**src/rtl/idu_seq_pkg.sv**
```systemverilog
// Shared constants, state type and command helpers for the immediate sequencer.
package idu_seq_pkg;

  localparam logic [3:0] CMD_NOP      = 4'b0000;
  localparam logic [3:0] CMD_IMM_6X1  = 4'b0100;
  localparam logic [3:0] CMD_IMM_6X2  = 4'b0101;
  localparam logic [3:0] CMD_IMM_12X1 = 4'b0110;
  localparam logic [3:0] CMD_IMM_12X2 = 4'b0111;

  typedef enum logic {
    ST_IDLE  = 1'b0,
    ST_BURST = 1'b1
  } seq_state_e;

  // Column and row stride of one operand footprint.
  typedef struct packed {
    logic [1:0] col_step;
    logic [1:0] row_step;
  } footprint_t;

  // Wide (12-bit) operands take two columns; double-height ones step two rows.
  function automatic footprint_t cmd_footprint(input logic [3:0] cmd);
    footprint_t fp;
    fp.col_step = cmd[1] ? 2'd2 : 2'd1;
    fp.row_step = cmd[0] ? 2'd2 : 2'd1;
    return fp;
  endfunction

  // Only the four immediate-load encodings are accepted for issue.
  function automatic logic cmd_is_legal(input logic [3:0] cmd);
    return (cmd[3:2] == 2'b01);
  endfunction

endpackage

```
**src/rtl/idu_seq_addr_gen.sv**
```systemverilog
// Operand-ID stepper: presents the address of the beat being issued and
// advances it by the command footprint, wrapping column into row.
module idu_seq_addr_gen
  import idu_seq_pkg::*;
#(
  parameter int NUM_ROW = 32,
  parameter int NUM_COL = 8
) (
  input  logic       clk,
  input  logic       rst_n,
  input  logic       load_i,
  input  logic       step_i,
  input  logic [3:0] cmd_i,
  input  logic [7:0] start_id_i,
  output logic [7:0] cur_id_o
);

  localparam logic [3:0] COL_LIMIT = 4'(NUM_COL);
  localparam logic [2:0] COL_MASK  = 3'(NUM_COL - 1);
  localparam logic [4:0] ROW_MASK  = 5'(NUM_ROW - 1);

  logic [7:0] cur_q, cur_d;
  logic [7:0] base_id;
  footprint_t fp;
  logic [3:0] col_sum;
  logic [4:0] row_cur, row_nxt;
  logic [2:0] col_nxt;

  // A first beat issues at its own start ID; later beats use the stored address.
  always_comb begin
    base_id = load_i ? start_id_i : cur_q;
    fp      = cmd_footprint(cmd_i);
    row_cur = base_id[7:3] & ROW_MASK;
    col_sum = {1'b0, base_id[2:0] & COL_MASK} + {2'b00, fp.col_step};
    if (col_sum >= COL_LIMIT) begin
      col_nxt = 3'(col_sum - COL_LIMIT);
      row_nxt = (row_cur + {3'b000, fp.row_step}) & ROW_MASK;
    end else begin
      col_nxt = col_sum[2:0];
      row_nxt = row_cur;
    end
    cur_d = (load_i || step_i) ? {row_nxt, col_nxt} : cur_q;
  end

  assign cur_id_o = base_id;

  // Address register; frozen whenever no beat is accepted (hold or bubble).
  always_ff @(posedge clk or negedge rst_n) begin
    if (!rst_n) begin
      cur_q <= 8'h00;
    end else begin
      cur_q <= cur_d;
    end
  end

endmodule

```
**src/rtl/idu_imm_sequencer.sv**
```systemverilog
// Immediate-load sequencer: round-robin arbitration of two burst requesters
// and a registered broadcast of CMD/Operand_ID/DATA with one init per beat.
module idu_imm_sequencer
  import idu_seq_pkg::*;
#(
  parameter int NUM_ROW = 32,
  parameter int NUM_COL = 8
) (
  input  logic         sys_clk,
  input  logic         sys_resetb,
  input  logic         r0_valid,
  output logic         r0_ready,
  input  logic [3:0]   r0_cmd,
  input  logic [7:0]   r0_id,
  input  logic [3:0]   r0_count,
  input  logic [191:0] r0_data,
  input  logic         r1_valid,
  output logic         r1_ready,
  input  logic [3:0]   r1_cmd,
  input  logic [7:0]   r1_id,
  input  logic [3:0]   r1_count,
  input  logic [191:0] r1_data,
  input  logic         hold,
  output logic [3:0]   CMD,
  output logic [7:0]   Operand_ID,
  output logic [47:0]  DATA0_i,
  output logic [47:0]  DATA1_i,
  output logic [47:0]  DATA2_i,
  output logic [47:0]  DATA3_i,
  output logic         init,
  output logic         busy,
  output logic         err
);

  logic [1:0]   valid;
  logic [3:0]   req_cmd   [2];
  logic [7:0]   req_id    [2];
  logic [3:0]   req_count [2];
  logic [191:0] req_data  [2];

  assign valid        = {r1_valid, r0_valid};
  assign req_cmd[0]   = r0_cmd;
  assign req_cmd[1]   = r1_cmd;
  assign req_id[0]    = r0_id;
  assign req_id[1]    = r1_id;
  assign req_count[0] = r0_count;
  assign req_count[1] = r1_count;
  assign req_data[0]  = r0_data;
  assign req_data[1]  = r1_data;

  seq_state_e state_q, state_d;
  logic       owner_q, owner_d;
  logic       rr_q, rr_d;
  logic [3:0] rem_q, rem_d;
  logic [3:0] bcmd_q, bcmd_d;

  logic       sel;
  logic [1:0] ready;
  logic       load, step, issue, err_d;
  logic [3:0] issue_cmd;
  logic [3:0] addr_cmd;
  logic [7:0] cur_id;

  logic [3:0]   iss_cmd_q;
  logic [7:0]   iss_id_q;
  logic [191:0] iss_data_q;
  logic         init_q, err_q;

  // Arbitration, burst control and beat acceptance.
  always_comb begin
    state_d   = state_q;
    owner_d   = owner_q;
    rr_d      = rr_q;
    rem_d     = rem_q;
    bcmd_d    = bcmd_q;
    sel       = 1'b0;
    ready     = 2'b00;
    load      = 1'b0;
    step      = 1'b0;
    issue     = 1'b0;
    err_d     = 1'b0;
    issue_cmd = CMD_NOP;
    case (state_q)
      ST_IDLE: begin
        // Single valid requester wins outright; contention goes to rr.
        sel = (valid == 2'b11) ? rr_q : valid[1];
        if (!hold && valid[sel]) begin
          ready[sel] = 1'b1;
          if (cmd_is_legal(req_cmd[sel])) begin
            load      = 1'b1;
            issue     = 1'b1;
            issue_cmd = req_cmd[sel];
            bcmd_d    = req_cmd[sel];
            rem_d     = req_count[sel];
            if (req_count[sel] == 4'd0) begin
              rr_d = ~rr_q;
            end else begin
              state_d = ST_BURST;
              owner_d = sel;
            end
          end else begin
            // Illegal command is consumed and reported, never issued.
            err_d = 1'b1;
            rr_d  = ~rr_q;
          end
        end
      end
      ST_BURST: begin
        sel          = owner_q;
        ready[owner_q] = !hold;
        if (!hold && valid[owner_q]) begin
          step      = 1'b1;
          issue     = 1'b1;
          issue_cmd = bcmd_q;
          rem_d     = rem_q - 4'd1;
          if (rem_q == 4'd1) begin
            state_d = ST_IDLE;
            rr_d    = ~rr_q;
          end
        end
      end
      default: state_d = ST_IDLE;
    endcase
  end

  // First beat steps by its incoming command; later beats by the latched one.
  assign addr_cmd = load ? req_cmd[sel] : bcmd_q;

  idu_seq_addr_gen #(
    .NUM_ROW (NUM_ROW),
    .NUM_COL (NUM_COL)
  ) u_addr_gen (
    .clk        (sys_clk),
    .rst_n      (sys_resetb),
    .load_i     (load),
    .step_i     (step),
    .cmd_i      (addr_cmd),
    .start_id_i (req_id[sel]),
    .cur_id_o   (cur_id)
  );

  // Control state: FSM, burst owner, round-robin pointer, beat counter.
  always_ff @(posedge sys_clk or negedge sys_resetb) begin
    if (!sys_resetb) begin
      state_q <= ST_IDLE;
      owner_q <= 1'b0;
      rr_q    <= 1'b0;
      rem_q   <= 4'd0;
      bcmd_q  <= CMD_NOP;
    end else begin
      state_q <= state_d;
      owner_q <= owner_d;
      rr_q    <= rr_d;
      rem_q   <= rem_d;
      bcmd_q  <= bcmd_d;
    end
  end

  // Issue register: ID and data hold between beats, CMD returns to NOP.
  always_ff @(posedge sys_clk or negedge sys_resetb) begin
    if (!sys_resetb) begin
      iss_cmd_q  <= CMD_NOP;
      iss_id_q   <= 8'h00;
      iss_data_q <= '0;
      init_q     <= 1'b0;
      err_q      <= 1'b0;
    end else begin
      err_q <= err_d;
      if (issue) begin
        iss_cmd_q  <= issue_cmd;
        iss_id_q   <= cur_id;
        iss_data_q <= req_data[sel];
        init_q     <= 1'b1;
      end else begin
        iss_cmd_q <= CMD_NOP;
        init_q    <= 1'b0;
      end
    end
  end

  // Ready is masked while reset is asserted so no beat is handed over then.
  assign r0_ready   = ready[0] & sys_resetb;
  assign r1_ready   = ready[1] & sys_resetb;
  assign CMD        = iss_cmd_q;
  assign Operand_ID = iss_id_q;
  assign DATA0_i    = iss_data_q[47:0];
  assign DATA1_i    = iss_data_q[95:48];
  assign DATA2_i    = iss_data_q[143:96];
  assign DATA3_i    = iss_data_q[191:144];
  assign init       = init_q;
  assign err        = err_q;
  assign busy       = (state_q == ST_BURST);

endmodule

```
**config.mk**
```make
export PLATFORM = sky130hd
export DESIGN_NAME = idu_imm_sequencer
export DESIGN_NICKNAME = d
export VERILOG_FILES = /design/src/rtl/idu_seq_pkg.sv /design/src/rtl/idu_seq_addr_gen.sv /design/src/rtl/idu_imm_sequencer.sv
export SDC_FILE = /design/constraint.sdc
export NUM_CORES = 1
export LEC_CHECK = 0
export CORE_AREA = 3 3 242 244
export CTS_BUF_LIST = sky130_fd_sc_hd__clkbuf_4 sky130_fd_sc_hd__clkbuf_8 sky130_fd_sc_hd__clkbuf_16
export DETAILED_ROUTE_END_ITERATION = 10
export DIE_AREA = 0 0 245 247
export SLEW_MARGIN = 20
export SYNTH_ARGS = -nofsm -noshare
export SYNTH_HDL_FRONTEND = slang
export SYNTH_SLANG_ARGS = --single-unit
```
**constraint.sdc**
```tcl
create_clock -name sys_clk -period 5 [get_ports sys_clk]
set_clock_uncertainty 0.05 [all_clocks]
set_input_delay 1 -clock sys_clk [delete_from_list [all_inputs] [get_ports sys_clk]]
set_output_delay 1 -clock sys_clk [all_outputs]
set_load 0.01 [all_outputs]
```
# Word level (Yosys, flattened, before mapping)
# Index checks and enable logic that the tools add are counted.
[totals]
register_bits = 225
latchBits = 0
ramBits = 0
romBits = 0
inputBits = 421
out_inout_bits = 209
wordCells = 113
memories = 0
[classes]
add_sub_neg = 4
n_mul = 0
div = 0
order_cmp = 7
n_eq_ne = 8
shifts = 0
n_mux = 64
bitwise_logic = 8
reduce_logical = 11
[op_table]
columns = ["op", "count"]
rows = [
  ["$mux 192", 3],
  ["$mux 4", 13],
  ["$mux 8", 4],
  ["$mux 1", 26],
  ["$pmux 4 s2", 2],
  ["$mux 2", 7],
  ["$pmux 1 s2", 4],
  ["$reduce_and 4->1", 2],
  ["$reduce_and 3->1", 2],
  ["$add 5x2->5", 1],
  ["$mux 5", 1],
  ["$add 3x2->4", 1],
  ["$eq 4x1->1 const B", 1],
  ["$ge 2x2->1 const B", 2],
  ["$ge 4x4->1 const B", 1],
  ["$logic_and 1x1->1", 4],
  ["$logic_not 4->1", 1],
  ["$lt 1x2->1 const B", 2],
  ["$ne 2x1->1 const B", 2],
  ["$ne 2x2->1 const B", 2],
  ["$not 1->2", 2],
  ["$pmux 2 s2", 1],
  ["$sub 4x1->4 const B", 1],
  ["$mux 3", 1],
  ["other kinds (11)", 16],
]

# Logic depth before layout (Yosys ltp)
# Gate-level depths: netlist of the first run.
[depth]
depth_word = 15
depth_mapped = 14
mapped_depth_nobuf = 12

# Modules after synthesis
# Synthesis of the first run repeated with hierarchy kept, for this count alone.
[hier_totals]
hier_cells = 1045
area_unflattened_um2 = 11053.1
[by_module_without_submodules]
columns = ["module", "instances", "cells_per_inst", "area_each_um2", "seq_area_each_um2"]
rows = [
  ["idu_imm_sequencer", 1, 982, 10427.5, 5430.2],
  ["idu_seq_addr_gen", 1, 63, 625.6, 200.2],
]

# Worst setup path before layout of the first run
# Ideal clock, no wire load.
[synth_path]
kind = "input port to flip-flop"
startpoint = "input port r1_valid"
endpoint = "register u_addr_gen.cur_q[4]"
setup_ns = 0.076
t_arrival_ns = 3.406
path_slack_ns = 1.468
path_stages = 12
n_path_buf = 2
cell_sequence = "buf_4 inv_2 nor4b_4 o21ai_1 clkbuf_1 a21o_1 ha_1 a21o_1 o311ai_0 a21oi_1 mux2_2 o21ai_1"
[synth_via]
elab_chain_cells = 15
word_cells_on_any_way = 35
[synth_rtl]
columns = ["item", "line_no", "rtl"]
rows = [
  ["start, declared", "idu_imm_sequencer.sv:17", "input logic r1_valid,"],
  ["$eq 2x2->1", "idu_imm_sequencer.sv:86", "sel = (valid == 2'b11) ? rr_q : valid[1];"],
  ["$mux 1", "idu_imm_sequencer.sv:86", ""],
  ["$not 1->2 (not written as such)", "idu_imm_sequencer.sv:89", "if (cmd_is_legal(req_cmd[sel])) begin"],
  ["$mux 4 (not written as such) (3 in series)", "idu_imm_sequencer.sv:89", ""],
  ["$eq 2x1->1", "idu_seq_pkg.sv:31", "return (cmd[3:2] == 2'b01);"],
  ["$mux 1", "idu_imm_sequencer.sv:89", ""],
  ["$mux 1", "idu_imm_sequencer.sv:87", "if (!hold && valid[sel]) begin"],
  ["$mux 1", "idu_imm_sequencer.sv:83", "case (state_q)"],
  ["$mux 2", "idu_imm_sequencer.sv:127", "assign addr_cmd = load ? req_cmd[sel] : bcmd_q;"],
  ["$mux 2", "idu_seq_pkg.sv:24", "fp.col_step = cmd[1] ? 2'd2 : 2'd1;"],
  ["$add 3x2->4", "idu_seq_addr_gen.sv:34", "col_sum = {1'b0, base_id[2:0] & COL_MASK} + {2'b00, fp.col_step};"],
  ["$ge 4x4->1", "idu_seq_addr_gen.sv:35", "if (col_sum >= COL_LIMIT) begin"],
  ["$mux 5", "idu_seq_addr_gen.sv:35", ""],
  ["end signal, assigned", "idu_seq_addr_gen.sv:52", "cur_q <= cur_d;"],
  ["end, declared", "idu_seq_addr_gen.sv:22", "logic [7:0] cur_q, cur_d;"],
]
# Parallel ways exist; a longest one is shown, timed or not. The select of a mux whose other input is x is not followed.
# A chain may end at the register's enable or synchronous reset.

# Worst setup path in the final report of the first run
[layout_path]
startpoint = "input port r0_valid"
endpoint = "output port r0_ready"
[layout_via]
elab_chain_cells = 9
word_cells_on_any_way = 13
[layout_rtl]
columns = ["item", "line_no", "rtl"]
rows = [
  ["start, declared", "idu_imm_sequencer.sv:11", "input logic r0_valid,"],
  ["$eq 2x2->1", "idu_imm_sequencer.sv:86", ""],
  ["$mux 1", "idu_imm_sequencer.sv:86", ""],
  ["$lt 1x2->1 (not written as such) or $ge 1x1->1 (tied branches)", "idu_imm_sequencer.sv:88", "ready[sel] = 1'b1;"],
  ["$logic_and 1x1->1 (not written as such)", "idu_imm_sequencer.sv:88", ""],
  ["$mux 1 (not written as such)", "idu_imm_sequencer.sv:88", ""],
  ["$demux 1 s1", "idu_imm_sequencer.sv:88", ""],
  ["$mux 2 *", "idu_imm_sequencer.sv:87", ""],
  ["$pmux 2 s2 *", "idu_imm_sequencer.sv:83", ""],
  ["$and 1x1->1 *", "idu_imm_sequencer.sv:182", "assign r0_ready = ready[0] & sys_resetb;"],
  ["end, declared", "idu_imm_sequencer.sv:12", "output logic r0_ready,"],
]
# Mark *: on every way between the ends. The rest lies on a longest branch, timed or not. The select of a mux whose other input is x is not followed.

==> flow_results.org, run 1 <==
** Status
- The flow ran to the end, and the final reports show no timing, DRC or antenna violations.

** CTS
- Hold_buf cts :: 0
- Clock tree synthesis found a total of 225 sinks.
- Clock latency on the worst-skew pair, taken at its later pin, is 0.55 ns.
- Clock transition at path regs :: 0.06 ns
- Deepest level of the CTS H-tree :: 1
- The longest clock path from root to sink contains 3 buffers.
- Number of gates resized after cts :: 0
- TritonCTS clock tree :: done
- Buffers inserted during post-CTS setup optimization :: 0
- The cell sitting at the root of the clock tree is a sky130_fd_sc_hd__clkbuf_16.
- Clock buffers created by TritonCTS :: 27

** Routing
- Via count :: 9730
- Final routed DRC violation total :: 0
- Total wire length :: 41300 um
- Antenna-violating nets left :: 0
- Detailed router's first-iteration violation count :: 430
- Total iterations of the first detailed-routing run :: 4
- After detailed routing, the average wire length per cell comes to 17.1 um.
- Routed vias/inst :: 4.04

** Power
- Part of the power in registers :: 31.4%
- IR analysis of the VDD net gives a maximum drop of 363 uV.
- The clock network accounts for 19.3% of the total power.
- The internal portion of the total power is 6.43 mW.
- The analysis attributes to net switching a power of 3.59 mW.
- LEAKAGE :: 7.82 nW
- Dividing total power by cell area gives a power density of 538 nW/um^2.
- Net switching is 35.8% of the power.
- Of the total power, combinational logic draws 49.2%.

** Floorplan
- The die is 245 um wide.
- The initial utilization of the core area, before any placement, comes to 19.0%.
- After floorplanning, the core was sized to cover 56500 sq um.
- FP Rows :: 87
- The die covers 60500 sq um.
- Count of pins on the block boundary :: 630
- In this run the vertical extent of the chip is 247 um.

** GRT
- Wire length of the first global-routing pass :: 61700 um
- Overall fraction of global-route tracks in use :: 13.0%
- Grt total ovfl :: 0
- Largest net degree at the start of global routing :: 195
- The number of global-route vias before repair came to 10300.
- The initial antenna violation count is 5.

** Setup path
- Worst endpoint data arrival time :: 2.99 ns
- The setup path with the least slack is of type in2out.
- The startpoint identified for the worst register-to-register timing path is rr_q.
- Nature of the critical path startpoint :: primary input
- R2R setup slack :: 1.62 ns
- In this run the critical register-to-register path is captured at u_addr_gen.cur_q[4].
- Along the worst path, the maximum fanout reaches 9.
- Kind of end point of the critical path :: primary output
- Worst-case reg-to-reg path depth :: 11
- At the worst endpoint, the required time is 3.95 ns.

** Yosys
- Number of flops mapped to enable cells by yosys :: 0
- Cell area after technology mapping :: 10800 sq um
- Post-synthesis async set-or-reset flop share :: 100%
- The most used flip-flop cell after synthesis is sky130_fd_sc_hd__dfrtp_1.
- Sequential fraction of the synthesis area :: 52.3%
- The Yosys step of the flow raised 0 warnings.
- Syn Inst Count :: 1033
- Post-synthesis net count :: 1462
- A synthesized cell averages 10.4 sq um.
- Post-synthesis cell type count :: 46
- Number of storage elements in the synthesis netlist :: 225

** Min path
- Class of the worst hold path :: in2async

** STA
- Time the final worst path needs with I/O delays and setup :: 4.04 ns
- Transition at the pin with the smallest max-transition slack :: 0.972 ns
- Timing would allow up to 248 MHz.
- Total negative setup slack :: 0 ns
- The hold violation count in the final report came to 0.
- Final count of negative-setup-slack endpoints :: 0
- The count of pins over their slew limit came to 0.
- Tcrit/Tclk final :: 80.7%
- Setup repair after global routing left no endpoint under its margin.
- The worst pin sits at a relative slew slack of 35.2%.

** Placed design
- Port buffering added 629 buffers.
- Detailed Place HPWL :: 32400 um
- Post-Place Cells :: 2358
- Routability-driven placement finished with a final weighted congestion of 0.842.

** Cells and area
- The area growth from synthesis to layout is 73.1%.
- Layout Nets :: 2060
- Most used cells in the layout excluding fill and tap cells :: 628 x sky130_fd_sc_hd__clkdlybuf4s50_1, 225 x sky130_fd_sc_hd__dfrtp_1, 219 x sky130_fd_sc_hd__nand2_1
- Non-filler instance count after layout :: 2407
- Leaving out fill and tap cells, the most frequent cell in the layout is sky130_fd_sc_hd__clkdlybuf4s50_1.
- Cells with a size suffix above 1 make up 4.97% of the layout.

** Run
- Max-cap violations in this run came to 0.
[kinds of logic after synthesis]
logic type / Yosys count / synth area share [%]
muxes: 219 / 20.5
and+or+nand+nor: 254 / 9.62
DFF: 225 / 52.3
adders and majority gates: 8 / 1.07
AOI/OAI and AO/OA: 239 / 12.0
xor gates and xnor gates: 4 / 0.326
buffers and inverters: 84 / 4.13
[per-stage QoR]
step	hold WS [ns]	util, %	worst slack [ns]	power, mW	area, sq um
after global routing	0.359	33.0	0.866	10.8	18600
after CTS	0.347	33.0	0.941	10.2	18600
after floorplan	0.373	-	1.47	5.60	10800
after global placement	0.401	31.4	0.750	8.07	17800
after detailed placement	0.397	31.4	0.631	8.17	17800
final	0.342	33.0	0.965	10.0	18600
[worst max path at each step]
stage | from | to
2_1_floorplan | r1_valid | u_addr_gen.cur_q[4]
5_1_grt | r0_valid | r0_ready
6_report | r0_valid | r0_ready
3_3_place_gp | r0_valid | u_addr_gen.cur_q[7]
4_1_cts | r0_valid | r0_ready
3_5_place_dp | r1_valid | u_addr_gen.cur_q[4]
[cells in the mapped netlist, types with 2 or more instances]
master	instances	share of area [%]
sky130_fd_sc_hd__dfrtp_1	225	52
sky130_fd_sc_hd__clkbuf_1	21	0.73
sky130_fd_sc_hd__o21ai_0	202	9.4
sky130_fd_sc_hd__inv_1	10	0.35
sky130_fd_sc_hd__and3_1	3	0.17
sky130_fd_sc_hd__nand2_1	219	7.6
sky130_fd_sc_hd__buf_6	5	0.52
sky130_fd_sc_hd__o21ai_1	4	0.19
sky130_fd_sc_hd__buf_4	13	0.91
sky130_fd_sc_hd__xor2_1	2	0.16
sky130_fd_sc_hd__nor2_1	10	0.35
sky130_fd_sc_hd__nand3_1	5	0.23
sky130_fd_sc_hd__a21oi_1	10	0.47
sky130_fd_sc_hd__a221oi_1	2	0.16
sky130_fd_sc_hd__a21o_1	8	0.56
sky130_fd_sc_hd__ha_1	6	0.70
sky130_fd_sc_hd__fa_1	2	0.37
sky130_fd_sc_hd__o21bai_1	3	0.21
sky130_fd_sc_hd__nand2b_1	3	0.17
sky130_fd_sc_hd__nor3_1	2	0.093
sky130_fd_sc_hd__and2_1	4	0.23
sky130_fd_sc_hd__xnor2_1	2	0.16
sky130_fd_sc_hd__mux2i_1	206	19
sky130_fd_sc_hd__buf_2	33	1.5
sky130_fd_sc_hd__mux2_2	12	1.3
[sequential cells by signal, indices dropped and copies added (netlist names)]
| name | flops |
|---|---|
| owner_q | 1 |
| Operand_ID | 8 |
| rem_q | 4 |
| busy | 1 |
| init | 1 |
| CMD | 4 |
| err | 1 |
| iss_data_q | 192 |
| rr_q | 1 |
| u_addr_gen.cur_q | 8 |
| bcmd_q | 4 |
[layout make-up]
type | count | area, sq um
Fill cell | 5728 | 37900
Timing Repair Buffer | 642 | 6450
Sequential cell | 225 | 5630
Multi-Input combinational cell | 724 | 4690
Tap cell | 756 | 946
Clock buffer | 40 | 798
Clock inverter | 8 | 68.8
Inverter | 11 | 41.3
Antenna cell | 1 | 2.50
[worst max-delay path, cell delays in order]
cell	delay, ns
sky130_fd_sc_hd__clkdlybuf4s50_1	0.53
sky130_fd_sc_hd__nand2b_1	0.14
sky130_fd_sc_hd__nand2_1	0.38
sky130_fd_sc_hd__a21oi_1	0.17
sky130_fd_sc_hd__nor2b_1	0.20
sky130_fd_sc_hd__clkdlybuf4s50_1	0.57
[power by group through the flow]
stage	clock network (mW)	logic, mW	registers [mW]
6_report	1.94	4.93	3.15
3_3_place_gp	0	4.93	3.14
4_1_cts	2.01	5.01	3.16
3_5_place_dp	0	5.00	3.17
5_1_grt	2.08	5.41	3.27
2_1_floorplan	0	2.14	3.46
[per-layer routing]
metal  up-vias  track usage [%]  wire (um)
met5         -                0         13
met4         2             3.51       1010
met3        64             4.50       3990
met2       439             22.3      19600
met1      4469             15.5      16600
li1       4756                -          -
No activity file was read; power rests on OpenSTA's default activity.
==> run 2, diff against run 1 <==
CORE_AREA = 3 3 244 246   (was 3 3 242 244)
DIE_AREA = 0 0 247 249   (was 0 0 245 247)
clock period = 4.2 ns   (was 5 ns; I/O delays follow)
==> run 2 against run 1 <==
Effect of this change: critical path depth did not move; cell count rose by 1.1%; register-to-register slack got worse by 0.67 ns; global-route usage rose by 0.070 points.
==> flow_results.org, run 2 (same netlist as run 1, synthesis figures left out) <==
** Placed design
- Detailed Place HPWL :: 33800 um (+4.0%)
- Number of buffers added on ports :: 629 (unchanged)
- The last weighted congestion value of the routability-driven placer came to 0.835 (-0.80%).

** Setup path
- Worst-path fanout max :: 7 (-2)
- The count of cells along the worst register-to-register path was 12 (+1).
- The worst endpoint required time was 3.31 ns (-0.64 ns).
- The worst setup path is captured at a primary output.
- Worst endpoint data arrival time :: 2.71 ns (-0.28 ns)
- Nature of the critical path startpoint :: primary input
- The critical path is of the in2out type.

** Floorplan
- The floorplan core area is 57600 sq um (+1.9%).
- Count of pins on the block boundary :: 630 (unchanged)
- Area of the die :: 61500 sq um (+1.6%)
- FP Rows :: 88 (+1.1%)
- Starting utilization of the core area :: 18.7% (-0.36 points)
- The die extent in y came to 249 um (+0.81%).
- Die Wd :: 247 um (+0.82%)

** STA
- Count of pins over their slew limit :: 0 (unchanged)
- Hold Violations, Final :: 0 (unchanged)
- The setup TNS was 0 ns (unchanged).
- Time the final worst path needs with I/O delays and setup :: 3.60 ns
- The transition at the pin with the smallest max-transition slack was 0.911 ns (-0.0601 ns).
- Fmax :: 278 MHz
- Setup repair after global routing left no endpoint under its margin.
- Final count of negative-setup-slack endpoints :: 0 (unchanged)
- Tcrit/Tclk final :: 85.7%
- The relative max-transition margin is 39.2% (+4.0 points).

** GRT
- The largest net degree at the start of global routing was 131 (-33%).
- The number of global-route vias before repair was 10200 (-1.1%).
- The first-pass GRT wire length is 62100 um (+0.61%).
- The all-layer global routing usage was 13.1% (+0.070 points).
- The leftover overflow at the end of global routing is 0 (unchanged).
- Antenna violations before repair :: 8 (+3)

** CTS
- Number of gates resized after cts :: 0 (unchanged)
- The number of sinks handled by clock tree synthesis came to 225 (unchanged).
- TritonCTS clock tree :: done
- Clock buffers created by TritonCTS :: 28 (+3.7%)
- The clock-pin slew on the worst setup and hold paths came to 0.05 ns (about the same).
- Buffers inserted during post-CTS setup optimization :: 0 (unchanged)
- The maximum count of clock buffers along a single path was 3 (unchanged).
- The clock latency reported for the late side of the worst-skew pair came to 0.56 ns (about the same).
- The H-tree level count was 1 (unchanged).
- The cell sitting at the root of the clock tree is a sky130_fd_sc_hd__clkbuf_16.
- Hold_buf cts :: 0 (unchanged)

** Routing
- The initial DRC count came to 298 (-31%).
- Met2 WL post-DR :: 20100 um (+2.6%)
- The met1 wire length came to 16400 um (-1.8%).
- The count of TritonRoute iterations in the first routing pass is 4 (unchanged).
- The average routed wire per standard cell is 17.3 um (+0.94%).
- After detailed routing, no signal wire sits above met5.
- The via count of the routed design is 9811 (+0.83%).
- The number of antenna-violating nets in the routed design was 0 (unchanged).
- Total wire length :: 42100 um (+2.1%)
- Met3 routed wirelength :: 4450 um (+11%)
- Final routed DRC violation total :: 0 (unchanged)
- The via density per instance came to 4.03 (-0.29%).

** Min path
- Class of the worst hold path :: in2async

** Cells and area
- The number of nets in the finished design came to 2074 (+0.68%).
- The multi-input logic area came to 4690 sq um (unchanged).
- The library cell used most frequently in the layout, excluding fill and tap cells, is sky130_fd_sc_hd__clkdlybuf4s50_1.
- In the layout the commonest cells are 628 x sky130_fd_sc_hd__clkdlybuf4s50_1, 225 x sky130_fd_sc_hd__dfrtp_1, 219 x sky130_fd_sc_hd__nand2_1.
- Relative to the synthesized area, the layout overhead comes to 75.3%.
- Flip-flop count of the largest register, all copies and words added :: 192 (unchanged)
- Fraction of final layout cells with drive strength greater than 1 :: 5.94% (+0.97 points)
- Sequential standard cell area :: 5630 sq um (unchanged)
- iss_data_q holds more flip-flops than any other register.
- Fill cell instance count of the final layout :: 5924 (+3.4%)
- The core occupancy in the finished layout is 32.7% (-0.22 points).

** Status
- The run finished with clean final reports.

** Power
- Pwr dens :: 647 nW/um^2 (+20%)
- LEAKAGE :: 7.93 nW (+1.4%)
- The largest vdd supply drop came to 470 uV (+30%).

** Run
- The max-capacitance violation count came to 0 (unchanged).
## run 2: routing by layer
metal / GRT usage, % / up-vias
met5: 0 / -
met4: 3.37 / 8
met3: 5.41 / 58
met2: 22.7 / 408
met1: 14.8 / 4552
li1: - / 4785
## run 2: power breakdown
part	switching [mW]	internal, mW
registers	0.581	3.16
logic	2.79	3.16
clock network	0.975	1.52
## run 2: path summary, 6_finish.rpt
path | from | slack [ns] | to
max | r1_valid | 0.60 | r1_ready
min | sys_resetb | 0.14 | CMD[3]
max reg2reg | busy | 0.95 | u_addr_gen.cur_q[7]
min reg2reg | bcmd_q[2] | 0.42 | bcmd_q[2]
max in group asynchronous | sys_resetb | 2.86 | iss_data_q[2]
min in group sys_clk | bcmd_q[2] | 0.42 | bcmd_q[2]
## run 2: metrics by stage
stage / setup slack (ns) / power [mW] / std cells / hold slack, ns / instance area (sq um)
floorplan: 0.828 / 6.67 / 1033 / 0.373 / 10800
global placement: 0.209 / 9.72 / 2380 / 0.393 / 17900
detailed placement: 0.108 / 9.84 / 2380 / 0.402 / 17900
CTS: 0.582 / 12.4 / 2432 / 0.104 / 18800
global route: 0.427 / 13.1 / 2432 / 0.133 / 18800
finish: 0.599 / 12.2 / 2434 / 0.141 / 18900
## run 2: layout make-up
type	count	share of cell area [%]
antenna	2	0.0265
clock buffer	41	4.49
clock inverter	11	0.611
inverter	11	0.219
multi-input combinational	724	24.9
sequential	225	29.9
tap	765	5.08
timing repair buffer	655	34.9
## run 2: worst max-delay path, stage by stage
cell and delay, ns:
sky130_fd_sc_hd__clkdlybuf4s50_1 0.59, sky130_fd_sc_hd__o21bai_1 0.15, sky130_fd_sc_hd__or2_2 0.33, sky130_fd_sc_hd__o21ai_0 0.13, sky130_fd_sc_hd__and2_1 0.14, sky130_fd_sc_hd__clkdlybuf4s50_1 0.53
